**config.mk**
```make
export PLATFORM = sky130hd
export DESIGN_NAME = order_entry_scheduler
export DESIGN_NICKNAME = d
export VERILOG_FILES = /design/src/rtl/order_sched_pkg.sv /design/src/rtl/rr_arbiter.sv /design/src/rtl/order_entry_scheduler.sv
export SDC_FILE = /design/constraint.sdc
export NUM_CORES = 1
export LEC_CHECK = 0
export CAP_MARGIN = 20
export CORE_MARGIN = 2
export CORE_UTILIZATION = 40
export CTS_BUF_LIST = sky130_fd_sc_hd__clkbuf_8
export DETAILED_ROUTE_END_ITERATION = 12
export PLACE_DENSITY = 0.72
export SLEW_MARGIN = 25
export SYNTH_ARGS = -nofsm -noshare
export SYNTH_HDL_FRONTEND = slang
export SYNTH_SLANG_ARGS = --single-unit
```
**constraint.sdc**
```tcl
create_clock -name clk -period 2.85 [get_ports clk]
set_clock_uncertainty 0.1 [all_clocks]
set_input_delay 0.4275 -clock clk [delete_from_list [all_inputs] [get_ports clk]]
set_output_delay 0.4275 -clock clk [all_outputs]
set_load 0.005 [all_outputs]
```
**src/rtl/order_sched_pkg.sv**
```systemverilog
// Shared types and constants for the order entry scheduler.
package order_sched_pkg;

    typedef enum logic [1:0] {
        IDLE  = 2'd0,
        RUN   = 2'd1,
        FLUSH = 2'd2
    } state_t;

    localparam int unsigned PRICE_W_DEF      = 8;
    localparam int unsigned FLUSH_CYCLES_DEF = 8;

    // Prices the matching engine treats as an empty slot.
    localparam logic [7:0] BUY_EMPTY  = 8'h00;
    localparam logic [7:0] SELL_EMPTY = 8'hFF;

endpackage

```
**src/rtl/rr_arbiter.sv**
```systemverilog
// Round-robin arbiter: grants the first request at or after the pointer,
// ascending with wrap; the pointer moves past the winner on each grant.
module rr_arbiter #(
    parameter int unsigned N = 4,
    localparam int unsigned IDX_W = (N > 1) ? $clog2(N) : 1
) (
    input  logic             clk,
    input  logic             reset,
    input  logic [N-1:0]     req,
    output logic [N-1:0]     grant_c,
    output logic [IDX_W-1:0] idx_c,
    output logic             any_c
);

    localparam int unsigned SUM_W = IDX_W + 1;

    logic [IDX_W-1:0] ptr_q;
    logic [N-1:0]     rot;
    logic [IDX_W-1:0] off;
    logic [SUM_W-1:0] sum;
    logic [SUM_W-1:0] nxt;

    // Rotate requests so the pointer sits at bit 0, then take the lowest set bit.
    always_comb begin
        rot   = N'({req, req} >> ptr_q);
        off   = '0;
        any_c = 1'b0;
        for (int k = N - 1; k >= 0; k--) begin
            if (rot[k]) begin
                any_c = 1'b1;
                off   = IDX_W'(k);
            end
        end
        sum = SUM_W'(ptr_q) + SUM_W'(off);
        if (sum >= SUM_W'(N)) begin
            sum = sum - SUM_W'(N);
        end
        idx_c   = IDX_W'(sum);
        grant_c = any_c ? (N'(1) << idx_c) : '0;
        nxt     = SUM_W'(idx_c) + SUM_W'(1);
        if (nxt >= SUM_W'(N)) begin
            nxt = '0;
        end
    end

    // Pointer advances past the granted port; holds when nothing is granted.
    always_ff @(posedge clk or posedge reset) begin
        if (reset) begin
            ptr_q <= '0;
        end else if (any_c) begin
            ptr_q <= IDX_W'(nxt);
        end
    end

endmodule

```
**src/rtl/order_entry_scheduler.sv**
```systemverilog
// Order entry scheduler: shares the matching-engine buy/sell inputs between
// N_REQ trader ports with independent round-robin arbitration per side, and
// runs an IDLE/RUN/FLUSH lifecycle that drains the engine queues with
// empty-slot sentinels before going idle.
// Optional: define ORDER_SCHED_TRADE_CNT_EN to add the saturating trade_count.
module order_entry_scheduler
    import order_sched_pkg::*;
#(
    parameter int unsigned N_REQ        = 4,
    parameter int unsigned PRICE_W      = PRICE_W_DEF,
    parameter int unsigned FLUSH_CYCLES = FLUSH_CYCLES_DEF
) (
    input  logic                     clk,
    input  logic                     reset,
    input  logic                     start,
    input  logic                     stop,
    input  logic [N_REQ-1:0]         req_valid,
    input  logic [N_REQ-1:0]         req_side,
    input  logic [N_REQ*PRICE_W-1:0] req_price,
    output logic [N_REQ-1:0]         req_ready,
    input  logic                     match_signal,
    output logic [PRICE_W-1:0]       buy_price,
    output logic [PRICE_W-1:0]       sell_price,
    output logic                     busy,
    output logic                     flushing
`ifdef ORDER_SCHED_TRADE_CNT_EN
    ,
    output logic [15:0]              trade_count
`endif
);

    localparam int unsigned IDX_W = (N_REQ > 1) ? $clog2(N_REQ) : 1;
    localparam int unsigned CNT_W = (FLUSH_CYCLES > 1) ? $clog2(FLUSH_CYCLES) : 1;

    state_t             state_q, state_d;
    logic [CNT_W-1:0]   flush_cnt_q, flush_cnt_d;
    logic               run;
    logic [N_REQ-1:0]   buy_req, sell_req, buy_gnt, sell_gnt;
    logic [IDX_W-1:0]   buy_idx, sell_idx;
    logic               buy_any, sell_any;
    logic [PRICE_W-1:0] price_arr [N_REQ];
    logic [PRICE_W-1:0] buy_d, sell_d;

    // Only RUN presents requests to the arbiters, so ready is low elsewhere.
    assign run       = (state_q == RUN);
    assign buy_req   = {N_REQ{run}} & req_valid & ~req_side;
    assign sell_req  = {N_REQ{run}} & req_valid & req_side;
    assign req_ready = buy_gnt | sell_gnt;

    rr_arbiter #(.N(N_REQ)) u_buy_arb (
        .clk     (clk),
        .reset   (reset),
        .req     (buy_req),
        .grant_c (buy_gnt),
        .idx_c   (buy_idx),
        .any_c   (buy_any)
    );

    rr_arbiter #(.N(N_REQ)) u_sell_arb (
        .clk     (clk),
        .reset   (reset),
        .req     (sell_req),
        .grant_c (sell_gnt),
        .idx_c   (sell_idx),
        .any_c   (sell_any)
    );

    // Unpack the flat price bus into per-port entries.
    always_comb begin
        for (int i = 0; i < N_REQ; i++) begin
            price_arr[i] = req_price[i*PRICE_W +: PRICE_W];
        end
    end

    // Next-state, flush counter and next engine prices.
    always_comb begin
        state_d     = state_q;
        flush_cnt_d = '0;
        buy_d       = PRICE_W'(BUY_EMPTY);
        sell_d      = PRICE_W'(SELL_EMPTY);
        case (state_q)
            IDLE: begin
                if (start && !stop) begin
                    state_d = RUN;
                end
            end
            RUN: begin
                if (buy_any) begin
                    buy_d = price_arr[buy_idx];
                end
                if (sell_any) begin
                    sell_d = price_arr[sell_idx];
                end
                if (stop) begin
                    state_d = FLUSH;
                end
            end
            FLUSH: begin
                if (flush_cnt_q == CNT_W'(FLUSH_CYCLES - 1)) begin
                    state_d = IDLE;
                end else begin
                    flush_cnt_d = flush_cnt_q + CNT_W'(1);
                end
            end
            default: begin
                state_d = IDLE;
            end
        endcase
    end

    // State, counter and registered engine/status outputs.
    always_ff @(posedge clk or posedge reset) begin
        if (reset) begin
            state_q     <= IDLE;
            flush_cnt_q <= '0;
            buy_price   <= PRICE_W'(BUY_EMPTY);
            sell_price  <= PRICE_W'(SELL_EMPTY);
            busy        <= 1'b0;
            flushing    <= 1'b0;
        end else begin
            state_q     <= state_d;
            flush_cnt_q <= flush_cnt_d;
            buy_price   <= buy_d;
            sell_price  <= sell_d;
            busy        <= (state_d != IDLE);
            flushing    <= (state_d == FLUSH);
        end
    end

`ifdef ORDER_SCHED_TRADE_CNT_EN
    // Saturating count of engine matches while active; restarts on each run.
    always_ff @(posedge clk or posedge reset) begin
        if (reset) begin
            trade_count <= '0;
        end else if (state_q == IDLE && state_d == RUN) begin
            trade_count <= '0;
        end else if (match_signal && state_q != IDLE && trade_count != 16'hFFFF) begin
            trade_count <= trade_count + 16'd1;
        end
    end
`else
    logic unused_match;
    assign unused_match = match_signal;
`endif

endmodule
```
# After elaboration in Yosys (flattened, before gate mapping)
# Cells that the tools add are included.
# classes
n_bitwise,7
add_sub_neg,7
n_eq_ne,4
n_lt_le_gt_ge,6
muxes,38
reduce_logical,4
n_shift,4
# op_table
cell,n
$mux 8,8
$bmux 8 s2,2
$mux 2,15
$ge 3x3->1 const B,6
$shr 8x2->4,2
$and 4x4->4,3
$mux 1,8
$mux 4,2
$shl 1x2->4 const A,2
$add 2x1->3 const B,2
$add 2x2->3,2
$mux 3,2
$not 2->3,2
$pmux 2 s3,1
$eq 2x2->1 const B,2
$not 4->4,1
$or 4x4->4,1
$sub 2x1->2 const B,2
$add 3x1->3 const B,1
$eq 3x3->1 const B,1
$eq 2x1->1 const B,1
$logic_not 2->1,1
$reduce_bool 2->1,1
$logic_and 1x1->1,1
$logic_not 1->1,1
# word_totals
elab_cells,78
ff_bits,27
in_bits,45
output_inout_bits,22

# Longest topological paths before layout
# Gate-level depths: netlist (run 1).
# depth
ltp_word,17
ltp_mapped,14
depth_no_buf,12

# Cells and area by module
# A second synthesis (run 1) with hierarchy kept.
# hier_totals
hier_cells,210
area_unflattened_um2,2129.5
# modules_own_cells
module,area_per_inst_um2,seq_area_each_um2,n_inst,cells_per_inst
order_entry_scheduler,1356.3,585.6,1,112
rr_arbiter,386.6,50.0,2,49

# Worst setup path before layout (run 1)
# Ideal clock, no wire load.
# synth_timing
path_type,register to output
startpoint,register state_q[1]
endpoint,output req_ready[1]
slack_ns,-0.240
path_stages_with_launch,12
n_path_buf,4
required_ns,2.322
arrival_time_ns,2.562
path_cell_list,dfrtp_1 -> buf_6 -> nor2b_1 -> buf_2 -> nand3b_1 -> o311a_1 -> o21ai_0 -> ha_1 -> clkbuf_1 -> buf_1 -> nand2_1 -> o22ai_1
# synth_via
elab_chain_len,14
word_cells_on_any_way,35
classes_between,4 x add/sub; 2 x order compare; 1 x eq/ne; 4 x shift; 20 x mux; 4 x bitwise
# synth_rtl
item,line,source
start: declaration,order_entry_scheduler.sv:35,"state_t state_q, state_d;"
start signal: assignment,order_entry_scheduler.sv:121,state_q <= state_d;
$eq 2x1->1 (*),order_entry_scheduler.sv:45,assign run = (state_q == RUN);
$and 4x4->4 (*),"order_entry_scheduler.sv:46, order_entry_scheduler.sv:47",
$and 4x4->4 (on tied branches),"order_entry_scheduler.sv:46, order_entry_scheduler.sv:47",
$shr 8x2->4,rr_arbiter.sv:25,"rot = N'({req, req} >> ptr_q);"
$mux 2 (4 in series),rr_arbiter.sv:29,if (rot[k]) begin
$add 2x2->3,rr_arbiter.sv:34,sum = SUM_W'(ptr_q) + SUM_W'(off);
$ge 3x3->1 or $sub 2x1->2 (tied branches),"rr_arbiter.sv:35, rr_arbiter.sv:36",
$mux 2,rr_arbiter.sv:35,if (sum >= SUM_W'(N)) begin
$shl 1x2->4,rr_arbiter.sv:39,grant_c = any_c ? (N'(1) << idx_c) : '0;
$mux 4,rr_arbiter.sv:39,
$or 4x4->4 (*),order_entry_scheduler.sv:48,assign req_ready = buy_gnt | sell_gnt;
end: declaration,order_entry_scheduler.sv:20,"output logic [N_REQ-1:0] req_ready,"
# Every way passes the cells marked *; elsewhere a longest branch is shown, timed or not.

# Worst setup path in the final report (run 1)
# layout_timing
startpoint,register state_q[1]
endpoint,output req_ready[0]
# The elaborated chain is that of the path after synthesis.

==> results of run 1 <==
flip-flops by register name, indices dropped and copies added (netlist names):
register and flops:
state_q 2, u_sell_arb.ptr_q 2, flush_cnt_q 3, flushing 1, u_buy_arb.ptr_q 2, sell_price 8
busy 1, buy_price 8
timing repair:
| action | 4_1_cts | 5_1_grt |
|---|---|---|
| endpoints found under the setup margin | 18 | 20 |
| buffers inserted | 10 | 2 |
| pin swaps | 23 | 9 |
| resized for setup | 49 | 19 |
worst max path at each step:
| stage | from | to | slack [ns] |
|---|---|---|---|
| finish | state_q[1]$_DFF_PP0_ | req_ready[0] | -0.42 |
| global route | state_q[1]$_DFF_PP0_ | req_ready[0] | -0.57 |
| CTS | state_q[1]$_DFF_PP0_ | req_ready[1] | -0.43 |
| detailed placement | req_valid[3] | req_ready[0] | -0.98 |
| global placement | req_side[3] | req_ready[0] | -0.87 |
| floorplan | state_q[1]$_DFF_PP0_ | req_ready[3] | 0.005 |
synthesized netlist by cell type, types with 2 or more instances:
cell type / n / share of area
a211oi_1: 2 / 0.0064
a22o_1: 2 / 0.0075
a22oi_1: 9 / 0.029
and4b_1: 4 / 0.017
and4bb_1: 2 / 0.011
and4bb_2: 2 / 0.011
buf_2: 5 / 0.011
buf_6: 4 / 0.019
clkbuf_1: 6 / 0.0096
dfrtp_1: 19 / 0.20
dfstp_2: 8 / 0.090
ha_1: 8 / 0.043
inv_1: 6 / 0.0096
mux2_2: 31 / 0.15
mux2i_1: 30 / 0.13
nand2_1: 12 / 0.019
nand2b_1: 7 / 0.019
nand3_1: 6 / 0.013
nor2_1: 16 / 0.026
nor2b_1: 5 / 0.013
nor3_1: 4 / 0.0086
o21a_1: 2 / 0.0064
o21ai_0: 4 / 0.0086
o22ai_1: 9 / 0.024
o32ai_1: 3 / 0.011
o32ai_2: 2 / 0.014
xnor2_2: 2 / 0.014
cell families (layout without fill, tap and decap cells):
| logic type | count (synthesis) | count (layout) | synth area share |
|---|---|---|---|
| xor+xnor | 4 | 4 | 0.02141 |
| simple gates | 64 | 64 | 0.1542 |
| buf+inv | 24 | 133 | 0.05941 |
| fa+ha+maj | 8 | 8 | 0.04283 |
| compound gates | 43 | 43 | 0.1510 |
| mux | 61 | 61 | 0.2778 |
| flops | 27 | 27 | 0.2934 |
power by group through the flow:
stage,logic (mW),registers (mW),clock network [mW]
floorplan,1.55,0.609,0
global placement,2.35,0.598,0
detailed placement,2.40,0.600,0
CTS,2.70,0.600,0.230
global route,3.17,0.614,0.256
finish,2.96,0.604,0.223
worst register-to-register path, stage by stage (launching register included):
cell	delay, ns
dfrtp_1	0.38
buf_4	0.16
and4b_2	0.28
buf_4	0.15
o211ai_1	0.26
nand3_4	0.12
ha_4	0.20
xnor2_4	0.13
buf_4	0.14
buf_4	0.12
nor2_1	0.42
a22oi_1	0.20
layout make-up:
cell class / instances / area, sq um
inverter: 6 / 22.52
timing repair buffer: 123 / 1087
clock inverter: 1 / 7.507
fill: 447 / 1927
sequential: 27 / 685.7
multi-input combinational: 180 / 1713
clock buffer: 3 / 41.29
tap: 72 / 90.09
per-layer routing:
layer	GRT usage	share of wire
met1	0.2302	0.41
met2	0.3642	0.50
met3	0.05506	0.069
met4	0.05763	0.015
met5	0	0
per-stage QoR:
step,instances,area [sq um]
finish,412,3647
global route,412,3647
CTS,410,3533
detailed placement,396,3327
global placement,396,3327
floorplan,231,2362
==> flow_metrics.py, run 1 <==
metrics = {
    "pwr": {
        "seqPwrFrac": 0.159,
        "ir_drop_mv": 0.6084,
        "switchingPower_mw": 1.463,
        "p_clk_frac": 0.059,
        "switching_share": 0.3866,
        "power.internal_mw": 2.322,
        "combPwrFrac": 0.782,
        "total_power_mw": 3.785,
        "p_leak_nw": 1.584,
        "p_per_area_nw_per_um2": 1038,
    },
    "setup_path": {
        "r2r_end": "sell_price[3]$_DFF_PP1_",
        "critPathBufInv": 5,
        "arrival_ns": 2.74,
        "crit_family": "buffers and inverters",
        "path_depth": 14,
        "critPathKind": "reg2out",
        "slowest_stage": "dfrtp_1",
        "cp_max_fo": 5,
        "crit_path_start_kind": "register",
        "path_cells": "nor2b_2 > buf_6 > nand3b_1 > buf_6 > a2111oi_4 > a21oi_1 > o21ai_2 > ha_4 > xor2_4 > xnor2_2 > buf_4 > buf_6 > o32ai_2 > buf_2",
        "reg2regPathDepth": 11,
        "cpPeakStageDelay_ns": 0.41,
        "crit_top_cell": "buf_6",
        "end_kind": "output pin",
        "cp_data_required_time_ns": 2.32,
        "r2r_start": "state_q[0]$_DFF_PP0_",
        "r2r_slack_ns": 0.09,
    },
    "place": {
        "dp_hpwl_um": 4763,
        "port_buffers": 65,
        "gp_congestion": 0.7884,
        "pre_cts_slack_ns": -0.9817,
    },
    "grt": {
        "grt_max_degree": 28,
        "track_usage": 0.2013,
        "antenna_found_initial": 0,
        "grt-ovfl-total": 0,
        "grt_first_pass_wirelength_um": 10250,
        "grt_pass1_vias": 2290,
    },
    "min_path": {
        "hp-class": "reg2reg",
        "hold_path_end": "flush_cnt_q[0]$_DFF_PP0_",
        "min_path_cells": 1,
        "hp-start": "flush_cnt_q[0]$_DFF_PP0_",
    },
    "floorplan": {
        "die_y_um": 80.44,
        "initial_core_util": 0.4193,
        "die_area_sq_um": 6471,
        "core_area_sq_um": 5574,
        "io_pins": 67,
        "rows": 27,
        "fp.dieW_um": 80.44,
    },
    "drt": {
        "drtAntennaViolNets": 0,
        "drt_iter0_markers": 84,
        "routed-via-count": 2242,
        "vias_per_cell": 5.442,
        "wl_um": 6398,
        "wire_per_inst_um": 15.53,
        "drt_pre_antenna_iters": 4,
        "drc": 0,
    },
    "yosys": {
        "yosys.cell_types.count": 48,
        "synth_warnings": 0,
        "syn_area_per_cell_sq_um": 10.12,
        "syn_inst": 231,
        "ys_async_sr_fraction": 1.000,
        "synthFlopType": "dfrtp_1",
        "syn_area_sq_um": 2337,
        "synth-edff-count": 0,
        "synthesis.nets": 284,
        "seq_area_frac_synth": 0.2934,
        "ys_ff_latch": 27,
    },
    "timing": {
        "finalHoldViolCount": 0,
        "fmax_mhz": 305.7,
        "fin_ws_ns": -0.4208,
        "setup_viol": 4,
        "finalCriticalPeriod_ns": 3.271,
        "tightest_slew_ns": 0.5305,
        "min_period_over_period": 1.148,
        "whs_ns": 0.3466,
        "finalSetupTns_ns": -1.649,
        "slew_headroom": 0.6450,
        "rsz0062_at_grt": "true",
        "slew_violations": 0,
    },
    "clocking": {
        "clkTransAtPathRegs_ns": 0.10,
        "tritoncts": "yes",
        "cts_buffer_depth": 2,
        "clock-sinks": 27,
        "cts_root_buf": "clkbuf_8",
        "htreeDepth": 1,
        "cts_buffers": 3,
        "cts_hold_buf": 0,
        "clock_latency_ns": 0.27,
    },
    "final_layout": {
        "final_nets": 394,
        "diodes": 0,
        "syn2layout_area_growth_pct": 56.05,
        "final_common_cell": "clkdlybuf4s50_1",
        "drive_gt1_frac": 0.4206,
        "layout_common_cells": "clkdlybuf4s50_1, buf_4, mux2_2",
        "post-route-util": 0.6543,
    },
    "job": {
        "drv_cap": 0,
    },
    "run_status": {
        "failed_checks": "negative setup slack",
        "status": "complete, but fails checks",
    },
}
No activity file was read; power rests on OpenSTA's default activity.
==> run 2: changes to the inputs <==
Settings changed: GPL_ROUTABILITY_DRIVEN from default to 0.
==> results of run 2 <==
The final DEF is identical to that of run 1; final timing and power are the same.
==> run 3: changes to the inputs <==
Settings changed: PLACE_DENSITY 0.72 to 0.69.
Clock period 2.85 ns to 4.25 ns, I/O delays scaled along.
==> run 3 against run 2 <==
  * The flow now finishes without violations
  * Via count down 8.3%
  * Sequential share of layout area increased by 2.4 points
  * Power down 45%
  * Routed wire length shrank 12%
  * Largest cell class unchanged
==> flow_metrics.py, run 3 (synthesis results as in run 1) <==
metrics = {
    "grt": {
        "antenna_found_initial": 0,
        "grt_first_pass_wirelength_um": 9149,
        "track_usage": 0.1788,
        "grt_max_degree": 28,
        "grt-ovfl-total": 0,
        "grt_pass1_vias": 2007,
    },
    "final_layout": {
        "multi_input_area_sq_um": 1558,
        "layout_common_cells": "clkdlybuf4s50_1, mux2_2, mux2i_1",
        "fin_cells": 379,
        "syn2layout_area_growth_pct": 38.76,
        "diodes": 0,
        "num-fill-cells": 529,
        "final_nets": 361,
        "top_regs": "buy_price: 8 flops, sell_price: 8 flops, flush_cnt_q: 3 flops",
        "seqCellArea_sq_um": 686.9,
        "final_common_cell": "clkdlybuf4s50_1",
        "post-route-util": 0.5818,
        "drive_gt1_frac": 0.2964,
        "fin_area_sq_um": 3243,
    },
    "setup_path": {
        "end_kind": "output pin",
        "r2r_slack_ns": 1.28,
        "critPathKind": "in2out",
        "cp_data_required_time_ns": 3.51,
        "reg2regPathDepth": 12,
        "critPathLaunch": "req_valid[1]",
        "r2r_end": "sell_price[0]$_DFF_PP1_",
        "cp_max_fo": 4,
        "r2r_start": "state_q[1]$_DFF_PP0_",
        "arrival_ns": 3.43,
        "crit_path_start_kind": "input port",
    },
    "clocking": {
        "cts_root_buf": "clkbuf_8",
        "htreeDepth": 1,
        "tritoncts": "yes",
        "clock_latency_ns": 0.26,
        "cts_buffer_depth": 2,
        "clock-sinks": 27,
        "cts_buffers": 3,
        "clkTransAtPathRegs_ns": 0.09,
    },
    "place": {
        "port_buffers": 65,
        "place_inst": 372,
        "dp_hpwl_um": 4370,
        "post_dp_cell_area_sq_um": 3127,
    },
    "floorplan": {
        "io_pins": 67,
        "initial_core_util": 0.4193,
        "core_area_sq_um": 5574,
        "die_y_um": 80.44,
        "rows": 27,
        "die_area_sq_um": 6471,
        "fp.dieW_um": 80.44,
    },
    "pwr": {
        "ir_drop_mv": 0.3251,
        "total_power_mw": 2.077,
        "p_per_area_nw_per_um2": 640.6,
        "p_leak_nw": 1.387,
    },
    "timing": {
        "fmax_mhz": 239.9,
        "slew_violations": 0,
        "whs_ns": 0.3483,
        "finalCriticalPeriod_ns": 4.169,
        "tightest_slew_ns": 0.5837,
        "setup_viol": 0,
        "min_period_over_period": 0.9810,
        "slew_headroom": 0.6103,
        "finalHoldViolCount": 0,
    },
    "drt": {
        "wl_um": 5639,
        "wire_per_inst_um": 14.88,
        "drtAntennaViolNets": 0,
        "vias_per_cell": 5.422,
        "drt_iter0_markers": 83,
        "routed-via-count": 2055,
        "drc": 0,
        "drt_pre_antenna_iters": 4,
    },
    "min_path": {
        "hold_path_end": "flush_cnt_q[0]$_DFF_PP0_",
        "hp-start": "flush_cnt_q[0]$_DFF_PP0_",
        "min_path_cells": 1,
        "hp-class": "reg2reg",
    },
    "run_status": {
        "status": "complete, no violations",
    },
    "job": {
        "drv_cap": 0,
    },
}
-- run 3: layout make-up --
cell class / instances / area share
inverters: 6 / 0.006944
clock inverters: 1 / 0.001157
multi-input cells: 180 / 0.4803
flip-flops and latches: 27 / 0.2118
clock buffers: 3 / 0.01273
repair buffers: 90 / 0.2593
well taps: 72 / 0.02778
-- run 3: worst max-delay path, cell delays in order --
cell,delay (ns)
clkdlybuf4s50_1,0.52
and4b_1,0.23
nor2_1,0.06
or4_1,0.52
nand3_2,0.11
ha_2,0.20
xnor2_2,0.15
xnor2_2,0.17
ha_2,0.21
a22o_1,0.14
clkdlybuf4s50_1,0.49
-- run 3: repair_timing --
item / CTS / global route
hold buffers: 0 / 0
buffers inserted: 1 / 2
cloned: 0 / 0
endpoints found under the setup margin: 4 / 4
gates resized for setup: 6 / 15
pin swaps: 2 / 3
-- run 3: through the flow --
stage / setup TNS, ns / setup WS [ns]
final: 0 / 0.08091
after global routing: -0.01256 / -0.01256
after CTS: 0 / 0.005440
after detailed placement: -0.1514 / -0.07417
after global placement: -0.02736 / -0.01804
after floorplan: 0 / 0.8643
-- run 3: worst max path at each step --
stage	endpoint	slack (ns)	depth (start not counted)
final	req_ready[3]	0.08	11
after global routing	req_ready[3]	-0.01	12
after CTS	req_ready[1]	0.005	12
after detailed placement	req_ready[3]	-0.07	11
after global placement	req_ready[3]	-0.02	11
after floorplan	req_ready[1]	0.86	10
-- run 3: layer usage --
| layer | track usage | share of wire |
|---|---|---|
| met2 | 0.3225 | 0.49 |
| met3 | 0.04607 | 0.065 |
| met1 | 0.2160 | 0.44 |
| met5 | 0 | 0 |
| met4 | 0.03051 | 0.0032 |
-- run 3: power breakdown --
group	internal [mW]	total [mW]	switching, mW
clock network	0.0646	0.141	0.0763
registers	0.353	0.442	0.0885
logic	0.852	1.49	0.642
